==> config.mk <==
export PLATFORM = sky130hd
export DESIGN_NAME = bt656_ycbcr_unpack
export DESIGN_NICKNAME = d
export VERILOG_FILES = /design/src/rtl/bt656_ycbcr_unpack.sv
export SDC_FILE = /design/constraint.sdc
export NUM_CORES = 1
export LEC_CHECK = 0
export ABC_CLOCK_PERIOD_IN_PS = 2100
export BUFFER_PORTS_ARGS = -buffer_cell sky130_fd_sc_hd__buf_4
export CAP_MARGIN = 20
export CORE_UTILIZATION = 32
export CTS_CLUSTER_DIAMETER = 80
export CTS_CLUSTER_SIZE = 25
export DETAILED_ROUTE_END_ITERATION = 16
export MAX_ROUTING_LAYER = met4
export SETUP_SLACK_MARGIN = 0.2
export SLEW_MARGIN = 10
export SYNTH_ARGS = -nofsm -noshare
export SYNTH_HDL_FRONTEND = slang
export SYNTH_SLANG_ARGS = --single-unit
==> constraint.sdc <==
create_clock -name clock -period 2.1 [get_ports clock]
set_clock_uncertainty 0.1 [all_clocks]
set_input_delay 0.105 -clock clock [delete_from_list [all_inputs] [get_ports clock]]
set_output_delay 0.105 -clock clock [all_outputs]
set_load 0.005 [all_outputs]
==> src/rtl/bt656_ycbcr_unpack.sv <==
// BT.656 byte-stream parser: tracks TRS codes and emits 4:4:4 pixels with
// column/line coordinates, field flag and line/frame start strobes.
module bt656_ycbcr_unpack #(
    parameter int unsigned MAX_PIX = 720,
    parameter int unsigned XW      = 10,
    parameter int unsigned YW      = 10
) (
    input  logic          clock,
    input  logic          reset_n,
    input  logic [7:0]    din,
    input  logic          din_valid,
    output logic [7:0]    y,
    output logic [7:0]    cb,
    output logic [7:0]    cr,
    output logic          pix_valid,
    output logic [XW-1:0] pix_x,
    output logic [YW-1:0] line_y,
    output logic          field,
    output logic          sol,
    output logic          sof,
    output logic          trs_err
);

    localparam int unsigned CW = $clog2(MAX_PIX + 1);

    typedef enum logic [2:0] {
        BLANK, TRS1, TRS2, TRS3, A_CB, A_Y0, A_CR, A_Y1
    } state_t;

    state_t        state;
    logic [7:0]    cb_hold;
    logic [7:0]    y0_hold;
    logic [7:0]    cr_hold;
    logic [CW-1:0] count;
    logic [YW-1:0] line_cnt;
    logic          prev_v;
    logic          sof_arm;

    logic          xy_f, xy_v, xy_h, xy_ok_c;
    logic          count_full_c;
    logic          emit_c;
    logic [7:0]    emit_y_c;
    logic [7:0]    emit_cr_c;

    // XY code fields and Hamming protection check
    assign xy_f    = din[6];
    assign xy_v    = din[5];
    assign xy_h    = din[4];
    assign xy_ok_c = din[7]
                   && (din[3] == (xy_v ^ xy_h))
                   && (din[2] == (xy_f ^ xy_h))
                   && (din[1] == (xy_f ^ xy_v))
                   && (din[0] == (xy_f ^ xy_v ^ xy_h));

    assign count_full_c = (count == CW'(MAX_PIX));

    // Pixel emission decision: Cr byte pairs with held Y0, Y1 byte with held Cr
    always_comb begin
        emit_c    = 1'b0;
        emit_y_c  = din;
        emit_cr_c = din;
        if (din_valid && (din != 8'hFF) && !count_full_c) begin
            if (state == A_CR) begin
                emit_c    = 1'b1;
                emit_y_c  = y0_hold;
                emit_cr_c = din;
            end else if (state == A_Y1) begin
                emit_c    = 1'b1;
                emit_y_c  = din;
                emit_cr_c = cr_hold;
            end
        end
    end

    // Parser state, sample holding, counters and registered outputs
    always_ff @(posedge clock or negedge reset_n) begin
        if (!reset_n) begin
            state     <= BLANK;
            cb_hold   <= 8'd0;
            y0_hold   <= 8'd0;
            cr_hold   <= 8'd0;
            count     <= '0;
            line_cnt  <= '0;
            prev_v    <= 1'b1;
            sof_arm   <= 1'b0;
            y         <= 8'd16;
            cb        <= 8'd128;
            cr        <= 8'd128;
            pix_valid <= 1'b0;
            pix_x     <= '0;
            line_y    <= '0;
            field     <= 1'b0;
            sol       <= 1'b0;
            sof       <= 1'b0;
            trs_err   <= 1'b0;
        end else begin
            pix_valid <= 1'b0;
            sol       <= 1'b0;
            sof       <= 1'b0;
            trs_err   <= 1'b0;
            if (din_valid) begin
                if (din == 8'hFF) begin
                    state <= TRS1;
                end else begin
                    case (state)
                        BLANK: state <= BLANK;
                        TRS1: begin
                            if (din == 8'h00) begin
                                state <= TRS2;
                            end else begin
                                state   <= BLANK;
                                trs_err <= 1'b1;
                            end
                        end
                        TRS2: begin
                            if (din == 8'h00) begin
                                state <= TRS3;
                            end else begin
                                state   <= BLANK;
                                trs_err <= 1'b1;
                            end
                        end
                        TRS3: begin
                            if (!xy_ok_c) begin
                                state   <= BLANK;
                                trs_err <= 1'b1;
                            end else begin
                                field  <= xy_f;
                                prev_v <= xy_v;
                                if (!xy_h && !xy_v) begin
                                    state    <= A_CB;
                                    count    <= '0;
                                    sof_arm  <= prev_v;
                                    line_cnt <= prev_v ? '0 : line_cnt + YW'(1);
                                end else begin
                                    state <= BLANK;
                                end
                            end
                        end
                        A_CB: begin
                            cb_hold <= din;
                            state   <= A_Y0;
                        end
                        A_Y0: begin
                            y0_hold <= din;
                            state   <= A_CR;
                        end
                        A_CR: begin
                            cr_hold <= din;
                            state   <= A_Y1;
                        end
                        A_Y1: state <= A_CB;
                        default: state <= BLANK;
                    endcase
                end
                if (emit_c) begin
                    pix_valid <= 1'b1;
                    y         <= emit_y_c;
                    cb        <= cb_hold;
                    cr        <= emit_cr_c;
                    pix_x     <= XW'(count);
                    line_y    <= line_cnt;
                    sol       <= (count == '0);
                    sof       <= (count == '0) && sof_arm;
                    if (count == '0) begin
                        sof_arm <= 1'b0;
                    end
                    count <= count + CW'(1);
                end
            end
        end
    end

endmodule

==> impl_metrics.tcl <==
set metrics [dict create \
    outcome "finished, final reports clean" \
    cts_tree "done" \
    clk_latency_ns 0.35 \
    worstPathArrival_ns 2.02 \
    syn2layout_area_growth_pct 27.9 \
    leakagePower_nw 2.95 \
    r2r_slack_ns 0.24 \
    min_to "cb_hold[1]" \
    wirelength_um 10100 \
    die-area_um2 14800 \
    post_drt_via_cell_ratio 4.94 \
    finalSetupViolations 0 \
    worst_slack_ns 0.221 \
    mappedNetlistArea_um2 4570 \
    ys_async_sr_fraction_pct 100 \
    wl_per_cell_um 15.7 \
    timing.hold.worst.start "din[1]" \
    synth-edff-count 0 \
    cp_max_fo 12 \
    crit_top_cell "buf_4" \
    dpl_worst_slack_ns 0.0908 \
    cts-buffers-inserted 9 \
    path_class "input pin to register" \
    maxSlewHeadroom_pct 63.2 \
    gr-total-overflow 0 \
    rows 43 \
    max_cap_viol_count 0 \
    timing.rr.end "pix_x[2]" \
    grt_max_degree 35 \
    period_share_pct 89.5 \
    max_freq_ghz 0.532 \
    slowest_stage "dlygate4sd3_1" \
    placedCellCount 611 \
    max_slew.worst_pin.slew_ns 0.546 \
    antenna_found_initial 0 \
    vdd_drop_max_mv 0.280 \
    cts_root_buf "clkbuf_16" \
    antenna_cells 0 \
    dp_hpwl_um 6600 \
    drcViolationCount 0 \
    final-hold-violation-count 0 \
    synth_cell_types 55 \
    grtUsageTotal_pct 14.8 \
    cts_htree_levels 3 \
    drv_slew 0 \
    yosys_warnings 0 \
    ant_nets 0 \
    grt_pass1_vias 3147 \
    route.vias.total 3187 \
    gp_congestion 0.810 \
    netlist_instances 383 \
    clkTransAtPathRegs_ns 0.06 \
    die_y_um 121 \
    drt_iter0_markers 141 \
    ys_ff_latch 98 \
    timing.rr.start "count[5]" \
    fill_cells 1321 \
    rsz0062_at_grt "true" \
    core_area_um2 13900 \
    synth-seq-area-share_pct 53.8 \
    worstRegToRegCells 6 \
    cts_sinks 98 \
    syn-mean-instance-area_um2 11.9 \
    fin_crit_ns 1.88 \
    synth_nets 399 \
    grt_pass1_wl_um 16000 \
    synthFlopType "dfrtp_1" \
    fin_nets 478 \
    cts.path.max_buffers 2 \
    crit_path_max_incr_delay_ns 0.54 \
    die_x_um 121 \
    end_kind "register" \
    portBuffers 59 \
    hold_path_class "input pin to register" \
    worstPathCellList "dlygate4sd3_1 > buf_4 > nand4_4 > o2111ai_4 > o21bai_4 > buf_4 > inv_4 > nand4_1 > xnor2_1 > and2_1" \
    worstPathRequired_ns 2.24 \
    layout.cells.non_filler 645 \
    ios 60 \
    p_per_area_nw_per_um2 613 \
    hold_depth 2 \
    cp-start-kind "input pin" \
    drive_gt1_share_pct 36.8 \
    initial_core_util_pct 32.9 \
    fin_tns_setup_ns 0 \
    drt_pass1_iterations 4 \
]
## routing by layer
layer | track usage (%) | routed length [µm]
met5 | - | 0
met1 | 17.7 | 4690
met3 | 4.79 | 414
met4 | 5.25 | 220
met2 | 23.3 | 4800
## state kept, by name, indices dropped and copies added (netlist names)
name / count
state: 3
sof: 1
cb: 8
prev_v: 1
count: 10
pix_valid: 1
field: 1
cr: 8
line_cnt: 10
trs_err: 1
pix_x: 10
cb_hold: 8
line_y: 10
y: 8
sol: 1
y0_hold: 8
cr_hold: 8
sof_arm: 1
## logic make-up after synthesis
group	synth area share (%)
adders and majority gates	1.37
and+or+nand+nor	14.6
AOI/OAI and AO/OA	9.18
xor gates and xnor gates	1.53
DFF	53.8
muxes	15.1
buffers and inverters	4.49
## worst max path at each step
stage | start | end | slack, ns | cells after the start
floorplan | state[2] | line_cnt[8] | 0.22 | 8
global placement | din[5] | line_cnt[9] | 0.13 | 9
detailed placement | din[5] | line_cnt[2] | 0.09 | 10
CTS | count[5] | line_y[1] | 0.21 | 6
global route | count[5] | count[7] | 0.14 | 8
finish | din[7] | count[6] | 0.22 | 10
## critical path: cells and delay by family
kind	cells	cell delay, ns
simple gates	3	0.39
xor+xnor	1	0.14
buf+inv	4	1.01
compound gates	2	0.36
## cell usage after synthesis (5+ instances only)
cell type / n / area [µm²]
xnor2_1: 6 / 52.6
a211o_1: 5 / 43.8
nand4_1: 5 / 31.3
inv_1: 6 / 22.5
nand3_1: 5 / 25.0
o21ai_0: 32 / 160
buf_2: 8 / 40.0
buf_6: 8 / 90.1
nor3b_1: 6 / 45.0
nand2_1: 34 / 128
clkbuf_1: 8 / 30.0
and3_1: 6 / 37.5
nor2_1: 11 / 41.3
nor3_1: 6 / 30.0
nor4b_1: 6 / 52.6
a21oi_1: 6 / 30.0
dfrtp_1: 94 / 2350
nor4_1: 5 / 31.3
ha_1: 5 / 62.6
mux2_1: 11 / 124
and2_1: 6 / 37.5
mux2i_1: 17 / 170
mux2_2: 35 / 394
## layout by cell type (no fill, tap or decap), types with 3 or more instances in the layout
cell | Yosys | routed
o21ai_0 | 32 | 32
mux2i_1 | 17 | 17
nor2b_1 | 4 | 4
dfrtp_1 | 94 | 92
a221o_1 | 3 | 3
a211o_1 | 5 | 5
nor2_1 | 11 | 11
mux2_2 | 35 | 24
nand4_1 | 5 | 5
and3_1 | 6 | 6
a21oi_1 | 6 | 6
clkbuf_16 | 0 | 11
dlygate4sd3_1 | 0 | 5
nand3_2 | 4 | 4
nor4b_1 | 6 | 4
inv_1 | 6 | 6
nand3_1 | 5 | 5
buf_4 | 2 | 81
mux2_1 | 11 | 6
mux2_4 | 0 | 16
buf_12 | 0 | 6
nor3b_1 | 6 | 6
ha_1 | 5 | 5
dfstp_2 | 4 | 4
nand2_1 | 34 | 34
nor3_1 | 6 | 6
nor4_1 | 5 | 4
xnor2_1 | 6 | 5
and2_1 | 6 | 6
## layout make-up
class                      instances  area (µm²)  area share [%]
clock buffer                      11         243            4.15
clock inverter                     3        17.5           0.300
inverter                           7        28.8           0.492
multi-input combinational        251        2010            34.4
sequential                        98        2460            42.1
tap                              180         225            3.85
timing repair buffer              95         861            14.7
## through the flow
stage | cell area (µm²) | hold WS (ns) | power [mW] | util, %
detailed placement | 5240 | -0.0219 | 2.10 | 37.8
finish | 5840 | 0.0202 | 3.59 | 42.1
floorplan | 4570 | -0.291 | 2.01 | -
CTS | 5620 | 0.00578 | 3.63 | 40.5
global route | 5840 | 0.0189 | 3.73 | 42.1
global placement | 5240 | -0.0254 | 2.10 | 37.8
## where the power goes
part	switching [mW]	internal, mW
combinational	0.115	0.0670
clock	0.693	0.818
sequential	0.00186	1.89
## repair_timing
| item | CTS | global route |
|---|---|---|
| buffers inserted | 3 | 9 |
| endpoints found under the hold margin | 71 | 0 |
| gates cloned | 1 | 2 |
| resized for setup | 4 | 22 |
| hold buffers | 5 | 0 |
| setup endpoints to repair | 30 | 58 |
| pin swaps | 2 | 1 |
Note: power is estimated with default switching activity, not from simulation.
